### src/rtl/pipe_ctrl.sv
// Pipeline hazard controller: produces per-stage write enables and bubble
// loads from exception, cache-miss, divide, redirect and load-use requests,
// holds a pending exception or redirect across cache misses, and counts
// front-end stall cycles.
module pipe_ctrl #(
    parameter int CNT_W = 16
) (
    input  logic             clk,
    input  logic             resetn,
    input  logic             Exc_Valid,
    input  logic             DCache_Busy,
    input  logic             Div_Busy,
    input  logic             Branch_Redirect,
    input  logic             ICache_Busy,
    input  logic             DH_Stall,
    input  logic             Cnt_Clr,
    output logic             PreIF_Wr,
    output logic             IF_Wr,
    output logic             ID_Wr,
    output logic             EXE_Wr,
    output logic             MEM_Wr,
    output logic             WB_Wr,
    output logic             IF_Flush,
    output logic             ID_Flush,
    output logic             EXE_Flush,
    output logic             MEM_Flush,
    output logic             WB_Flush,
    output logic             Exc_Ack,
    output logic             Redirect_Ack,
    output logic [1:0]       State,
    output logic [CNT_W-1:0] Stall_Cnt
);

    typedef enum logic [1:0] {
        ST_RUN      = 2'd0,
        ST_EXC_WAIT = 2'd1,
        ST_BR_WAIT  = 2'd2,
        ST_BAD      = 2'd3
    } state_t;

    // Stage vectors, MSB first: {PreIF, IF, ID, EXE, MEM, WB} / {IF, ID, EXE, MEM, WB}
    localparam logic [5:0] WR_ALL     = 6'b111111;
    localparam logic [5:0] WR_NONE    = 6'b000000;
    localparam logic [5:0] WR_DIV     = 6'b000011;
    localparam logic [5:0] WR_IMISS   = 6'b001111;
    localparam logic [5:0] WR_LOADUSE = 6'b000111;
    localparam logic [4:0] FL_NONE    = 5'b00000;
    localparam logic [4:0] FL_WB      = 5'b00001;
    localparam logic [4:0] FL_MEM     = 5'b00010;
    localparam logic [4:0] FL_EXE     = 5'b00100;
    localparam logic [4:0] FL_ID      = 5'b01000;
    localparam logic [4:0] FL_IF      = 5'b10000;
    localparam logic [4:0] FL_EXC     = 5'b11110;
    localparam logic [4:0] FL_ALL     = 5'b11111;

    state_t            state_reg;
    state_t            state_next;
    logic [CNT_W-1:0]  cnt_reg;
    logic [CNT_W-1:0]  cnt_next;
    logic [5:0]        wr_next;
    logic [4:0]        flush_next;
    logic              exc_ack_next;
    logic              redirect_ack_next;
    logic [5:0]        wr_out;
    logic [4:0]        flush_out;
    logic              exc_ack_out;
    logic              redirect_ack_out;

    // State register; reset drops any pending exception or redirect
    always_ff @(posedge clk or negedge resetn) begin
        if (!resetn) begin
            state_reg <= ST_RUN;
        end else begin
            state_reg <= state_next;
        end
    end

    // Next-state and priority-resolved stage controls
    always_comb begin
        state_next        = state_reg;
        wr_next           = WR_ALL;
        flush_next        = FL_NONE;
        exc_ack_next      = 1'b0;
        redirect_ack_next = 1'b0;
        case (state_reg)
            ST_EXC_WAIT: begin
                // Exception already latched; only wait for the D-miss to finish
                if (DCache_Busy) begin
                    wr_next    = WR_NONE;
                    flush_next = FL_WB;
                end else begin
                    flush_next   = FL_EXC;
                    exc_ack_next = 1'b1;
                    state_next   = ST_RUN;
                end
            end
            ST_BR_WAIT: begin
                if (Exc_Valid) begin
                    // Exception wins; the pending redirect is discarded
                    if (DCache_Busy) begin
                        wr_next    = WR_NONE;
                        flush_next = FL_WB;
                        state_next = ST_EXC_WAIT;
                    end else begin
                        flush_next   = FL_EXC;
                        exc_ack_next = 1'b1;
                        state_next   = ST_RUN;
                    end
                end else if (DCache_Busy) begin
                    wr_next    = WR_NONE;
                    flush_next = FL_WB;
                end else if (Div_Busy) begin
                    wr_next    = WR_DIV;
                    flush_next = FL_MEM;
                end else if (ICache_Busy) begin
                    wr_next    = WR_IMISS;
                    flush_next = FL_ID;
                end else begin
                    // Load-use is irrelevant here: the fetch path is being replaced
                    flush_next        = FL_IF;
                    redirect_ack_next = 1'b1;
                    state_next        = ST_RUN;
                end
            end
            default: begin
                // RUN, and the unreachable encoding recovers as RUN
                state_next = ST_RUN;
                if (Exc_Valid && DCache_Busy) begin
                    wr_next    = WR_NONE;
                    flush_next = FL_WB;
                    state_next = ST_EXC_WAIT;
                end else if (Exc_Valid) begin
                    flush_next   = FL_EXC;
                    exc_ack_next = 1'b1;
                end else if (DCache_Busy) begin
                    wr_next    = WR_NONE;
                    flush_next = FL_WB;
                end else if (Div_Busy) begin
                    wr_next    = WR_DIV;
                    flush_next = FL_MEM;
                end else if (Branch_Redirect && ICache_Busy) begin
                    wr_next    = WR_IMISS;
                    flush_next = FL_ID;
                    state_next = ST_BR_WAIT;
                end else if (Branch_Redirect) begin
                    flush_next        = FL_IF;
                    redirect_ack_next = 1'b1;
                end else if (ICache_Busy) begin
                    wr_next    = WR_IMISS;
                    flush_next = FL_ID;
                end else if (DH_Stall) begin
                    wr_next    = WR_LOADUSE;
                    flush_next = FL_EXE;
                end
            end
        endcase
    end

    // While reset is low, hold every stage register in bubble
    always_comb begin
        wr_out           = wr_next;
        flush_out        = flush_next;
        exc_ack_out      = exc_ack_next;
        redirect_ack_out = redirect_ack_next;
        if (!resetn) begin
            wr_out           = WR_NONE;
            flush_out        = FL_ALL;
            exc_ack_out      = 1'b0;
            redirect_ack_out = 1'b0;
        end
    end

    // Stall counter next value: clear wins, otherwise saturating increment
    always_comb begin
        cnt_next = cnt_reg;
        if (Cnt_Clr) begin
            cnt_next = '0;
        end else if (!wr_out[5] && (cnt_reg != {CNT_W{1'b1}})) begin
            cnt_next = cnt_reg + 1'b1;
        end
    end

    // Stall counter register
    always_ff @(posedge clk or negedge resetn) begin
        if (!resetn) begin
            cnt_reg <= '0;
        end else begin
            cnt_reg <= cnt_next;
        end
    end

    assign {PreIF_Wr, IF_Wr, ID_Wr, EXE_Wr, MEM_Wr, WB_Wr}   = wr_out;
    assign {IF_Flush, ID_Flush, EXE_Flush, MEM_Flush, WB_Flush} = flush_out;
    assign Exc_Ack      = exc_ack_out;
    assign Redirect_Ack = redirect_ack_out;
    assign State        = state_reg;
    assign Stall_Cnt    = cnt_reg;

endmodule

### config.mk
export PLATFORM = sky130hd
export DESIGN_NAME = pipe_ctrl
export DESIGN_NICKNAME = d
export VERILOG_FILES = /design/src/rtl/pipe_ctrl.sv
export SDC_FILE = /design/constraint.sdc
export NUM_CORES = 1
export LEC_CHECK = 0
export CAP_MARGIN = 20
export CORE_MARGIN = 4
export CORE_UTILIZATION = 50
export CTS_BUF_LIST = sky130_fd_sc_hd__clkbuf_4
export DETAILED_ROUTE_END_ITERATION = 16
export PLACE_DENSITY_LB_ADDON = 0.12
export SLEW_MARGIN = 5
export SYNTH_ARGS = -nofsm -noshare
export SYNTH_HDL_FRONTEND = slang
export SYNTH_SLANG_ARGS = --single-unit
### constraint.sdc
create_clock -name clk -period 3.6 [get_ports clk]
set_input_delay 0.9 -clock clk [delete_from_list [all_inputs] [get_ports clk]]
set_output_delay 0.9 -clock clk [all_outputs]
set_load 0.02 [all_outputs]
# After elaboration in Yosys (flattened, before gate mapping)

Cells that the tools add are included.

Reductions and logical operators: 6
Add/subtract/negate cells: 1
Equality and inequality tests: 7
Multiplexer cells: 62

Operators with widths:

| cell                  | count |
|---|---|
| $mux 6                | 14 |
| $mux 5                | 12 |
| $mux 16               | 2 |
| $mux 2                | 10 |
| $mux 1                | 17 |
| $add 16x1->16 const B | 1 |
| $ne 16x16->1 const B  | 1 |
| $pmux 6 s2            | 1 |
| $pmux 5 s2            | 1 |
| $ne 3x3->1 const B    | 3 |
| $mux 4                | 1 |
| $pmux 1 s2            | 2 |
| $pmux 2 s2            | 1 |
| $reduce_and 4->1      | 1 |
| $logic_and 1x1->1     | 3 |
| $mux 3                | 1 |
| $eq 2x1->1 const B    | 1 |
| $eq 2x2->1 const B    | 1 |
| $ne 2x2->1 const B    | 1 |
| $reduce_bool 2->1     | 1 |
| $logic_not 1->1       | 1 |

Register bits: 18
Word-level logic and storage cells: 78
Output and inout port bits: 31

# Depth between registers and ports, before layout

Word-level depth: 14
Depth in mapped cells: 8
Gate-level depth less buffers: 7

# Worst setup path before layout

OpenSTA, ideal clock, no wires.

Kind: input-to-output
Start: in DCache_Busy
End: out ID_Wr
Setup slack: 0.390 ns
Arrival time: 2.310 ns
Required time: 2.700 ns
Cell stages on the path: 5
Path through: buf_6 > o21bai_1 > o21ai_0 > a21boi_0 > o31a_1

Word-level cells in the longest chain between the ends: 5

Ends and longest elaborated chain:

| element            | line | source |
|---|---|---|
| start: declaration | 11   | `input logic DCache_Busy,` |
| $mux 6             | 135  | `end else if (DCache_Busy) begin` |
| $mux 6             | 132  | `end else if (Exc_Valid) begin` |
| $mux 6             | 128  | `if (Exc_Valid && DCache_Busy) begin` |
| $pmux 6 s2 (*)     | 85   | `case (state_reg)` |
| $mux 6 (*)         | 165  | `if (!resetn) begin` |
| end: declaration   | 19   | `output logic ID_Wr,` |

Mark *: on every way between the ends. The rest lies on a longest branch, timed or not.

# Worst setup path in the final report

Start: in Div_Busy
End: out ID_Flush

Word-level cells in the longest chain between the ends: 6

Ends and longest elaborated chain:

| element            | line | source |
|---|---|---|
| start: declaration | 12   | `input logic Div_Busy,` |
| $mux 5             | 138  | `end else if (Div_Busy) begin` |
| $mux 5             | 135  |  |
| $mux 5             | 132  |  |
| $mux 5             | 128  |  |
| $pmux 5 s2 (*)     | 85   |  |
| $mux 5 (*)         | 165  |  |
| end: declaration   | 24   | `output logic ID_Flush,` |

Marks and branches as above.

==> flow_metrics.py <==
metrics = {
    "placement": {
        "hpwlAfterDp_mm": 2.49,
        "place.port_buffers": 39,
        "placedInstanceArea_sq_um": 1820,
        "gpl.final_weighted_congestion": 0.915,
    },
    "floorplan": {
        "core_region_area_sq_um": 2500,
        "starting_density": 0.534,
        "die_area_sq_um": 3560,
        "floorplan.rows": 18,
        "dieWidth_um": 59.7,
        "die_height_um": 59.7,
        "ios": 40,
    },
    "synthesis": {
        "mappedNetlistNets": 171,
        "synthFlopType": "sky130_fd_sc_hd__dfrtp_1",
        "seq_area_frac_synth": 0.338,
        "ys_warn_count": 0,
        "synth_top_cell_by_area": "sky130_fd_sc_hd__dfrtp_1",
        "edff_count_synth": 0,
        "post_synth_num_cell_types": 41,
        "asyncSetResetFlopFracSynth": 1.00,
        "synth.ff_latch_count": 18,
        "ranking_of_synthesized_cells_by_area": "sky130_fd_sc_hd__dfrtp_1 (34%), sky130_fd_sc_hd__nand2_1 (5.1%), sky130_fd_sc_hd__a21oi_1 (4.9%), sky130_fd_sc_hd__o21ai_0 (4.9%), sky130_fd_sc_hd__nor2b_1 (3.8%)",
        "synth_top_cell_area_share": 0.338,
        "synth.avg_cell_area_sq_um": 8.39,
        "syn_area_sq_um": 1330,
        "syn_inst": 159,
    },
    "clock_tree": {
        "post_cts_hold_buffer_count": 0,
        "cts_tree": "yes",
        "clk_pin_slew_ns": 0.10,
        "numCtsBuffers": 3,
        "clock-sinks": 18,
        "clock_tree.buffer_depth": 2,
        "clk_latency_ns": 0.29,
        "clockRootBuffer": "sky130_fd_sc_hd__clkbuf_4",
        "cts_max_level": 1,
    },
    "finish": {
        "layout.cells.most_common_list": "sky130_fd_sc_hd__clkdlybuf4s50_1 (31), sky130_fd_sc_hd__dfrtp_1 (18), sky130_fd_sc_hd__nand2_1 (18), sky130_fd_sc_hd__buf_4 (15)",
        "antennaDiodeCount": 0,
        "layout.core_utilization": 0.746,
        "final_nets": 223,
        "final_common_cell": "sky130_fd_sc_hd__clkdlybuf4s50_1",
        "final_area_sq_um": 1860,
        "fraction_of_layout_cells_with_a_size_suffix_above_1": 0.162,
        "layout-area-overhead-vs-synth_pct": 39.8,
    },
    "detailed_routing": {
        "via_count": 1353,
        "wl_per_cell_um": 14.0,
        "postRouteAntennaNets": 0,
        "route.detailed.drc": 0,
        "routed_wl_mm": 3.36,
        "first_pass_iters": 4,
        "drt_iter0_drc": 77,
        "vias_per_std_cell": 5.64,
    },
    "global_routing": {
        "grt_pass1_wl_mm": 5.57,
        "gr-total-overflow": 0,
        "total_routing_usage_gr": 0.202,
        "first_global_vias": 1210,
        "pin_count_of_the_biggest_net_entering_global_routing": 27,
        "antenna_violations_before_repair": 0,
    },
    "sta": {
        "finalHoldViolCount": 0,
        "worst_clock_skew_ns": 0.000984,
        "fmax_mhz": 287,
        "worst_slew_margin_rel": 0.530,
        "final-setup-viol-count": 0,
        "holdWs_ns": 0.551,
        "slew_violations": 0,
        "layout_min_cycle_time_ns": 3.49,
        "period_share": 0.969,
        "unrepaired_setup_endpoints_after_global_routing": "no",
        "worst_margin_pin_slew_ns": 0.703,
    },
    "critical_path": {
        "arrival_ns": 2.59,
        "critPathCaptureType": "output port",
        "crit_type": "in -> out",
        "crit_required_ns": 2.70,
        "critical_path_fanout_max": 3,
        "worstSetupStartpointType": "primary input",
    },
    "run": {
        "max-cap-violations": 0,
    },
    "run_status": {
        "run_status": "finished, final reports clean",
    },
    "power": {
        "worst_ir_drop_vdd_mv": 0.253,
        "power_leakage_nw": 0.800,
        "power_density_relative_to_cell_area_nw_per_um2": 254,
        "power.total_mw": 0.473,
    },
    "worst_hold_path": {
        "min_path_type": "reg -> reg",
    },
}
==> worst max-delay path, stage by stage <==
cell and delay, ns:
sky130_fd_sc_hd__clkdlybuf4s50_1 0.47, sky130_fd_sc_hd__buf_4 0.17, sky130_fd_sc_hd__nand2b_1 0.13, sky130_fd_sc_hd__a21boi_0 0.15, sky130_fd_sc_hd__o21ai_0 0.09, sky130_fd_sc_hd__nand2_1 0.07, sky130_fd_sc_hd__clkdlybuf4s50_1 0.61
==> power breakdown <==
part / internal, mW / switching (mW) / total [mW]
Combinational: 0.0725 / 0.0821 / 0.155
Clock: 0.0403 / 0.0628 / 0.103
Sequential: 0.208 / 0.00721 / 0.215
==> synthesized netlist by cell type, types with 2 or more instances <==
cell type	n
sky130_fd_sc_hd__buf_4	2
sky130_fd_sc_hd__nor2b_1	8
sky130_fd_sc_hd__mux2i_1	2
sky130_fd_sc_hd__nand4_1	6
sky130_fd_sc_hd__or3_1	5
sky130_fd_sc_hd__or4_1	6
sky130_fd_sc_hd__inv_1	5
sky130_fd_sc_hd__nor2_1	12
sky130_fd_sc_hd__o31ai_1	6
sky130_fd_sc_hd__nand2b_1	5
sky130_fd_sc_hd__dfrtp_1	18
sky130_fd_sc_hd__mux2_4	3
sky130_fd_sc_hd__clkbuf_1	2
sky130_fd_sc_hd__or2_2	2
sky130_fd_sc_hd__nor4b_1	2
sky130_fd_sc_hd__a21oi_1	13
sky130_fd_sc_hd__ha_1	3
sky130_fd_sc_hd__a21boi_0	2
sky130_fd_sc_hd__nand2_1	18
sky130_fd_sc_hd__o21ai_0	13
sky130_fd_sc_hd__nand3_1	5
sky130_fd_sc_hd__buf_6	2
==> per-stage QoR <==
stage / instances / setup WS, ns / setup TNS [ns]
2_1_floorplan: 159 / 0.390 / 0
3_3_place_gp: 236 / -0.107 / -0.277
3_5_place_dp: 236 / -0.139 / -0.365
4_1_cts: 240 / 0.0383 / 0
5_1_grt: 240 / 0.0330 / 0
6_report: 240 / 0.110 / 0
==> layer usage <==
layer  track usage  up-vias  share of wire
li1              -      684              -
met1         0.300      619           0.48
met2         0.292       46           0.44
met3        0.0367        4          0.073
met4        0.0696        0         0.0092
met5             0        -              0
==> sequential cells by signal, indices dropped and copies added, names as in the netlist <==
register	cells
State	2
Stall_Cnt	16
==> area by class of cell <==
| type | count | area, sq um |
|---|---|---|
| flip-flops and latches | 18 | 450 |
| clock inverters | 1 | 3.75 |
| repair buffers | 54 | 508 |
| inverters | 5 | 18.8 |
| multi-input cells | 129 | 823 |
| clock buffers | 3 | 22.5 |
| well taps | 30 | 37.5 |
| fillers | 183 | 636 |
==> final timing paths <==
kind	start	to	slack (ns)	cells past startpoint
worst min-delay path	State[0]$_DFFE_PN0P_	State[0]$_DFFE_PN0P_	0.55	2
worst min register to register	State[0]$_DFFE_PN0P_	State[0]$_DFFE_PN0P_	0.55	2
max in group asynchronous	resetn	Stall_Cnt[15]$_DFFE_PN0P_	2.19	3
min in group asynchronous	resetn	Stall_Cnt[5]$_DFFE_PN0P_	1.01	2
worst max-delay path	Div_Busy	ID_Flush	0.11	7
worst max register to register	State[0]$_DFFE_PN0P_	Stall_Cnt[12]$_DFFE_PN0P_	1.19	7
==> cells by family after synthesis <==
kind of cell	after synthesis	share of synthesized area
compound gates	40	0.179
fa+ha+maj	3	0.0281
buf+inv	12	0.0516
flops	18	0.338
mux	6	0.0572
simple gates	80	0.346
==> what timing repair did <==
| action | 4_1_cts | 5_1_grt |
|---|---|---|
| endpoints found under the setup margin | 5 | 4 |
| gates resized for setup | 5 | 6 |
| setup buffers | 0 | 0 |
| hold endpoints to repair | 0 | 0 |
Power figures use the tool's default switching activity.
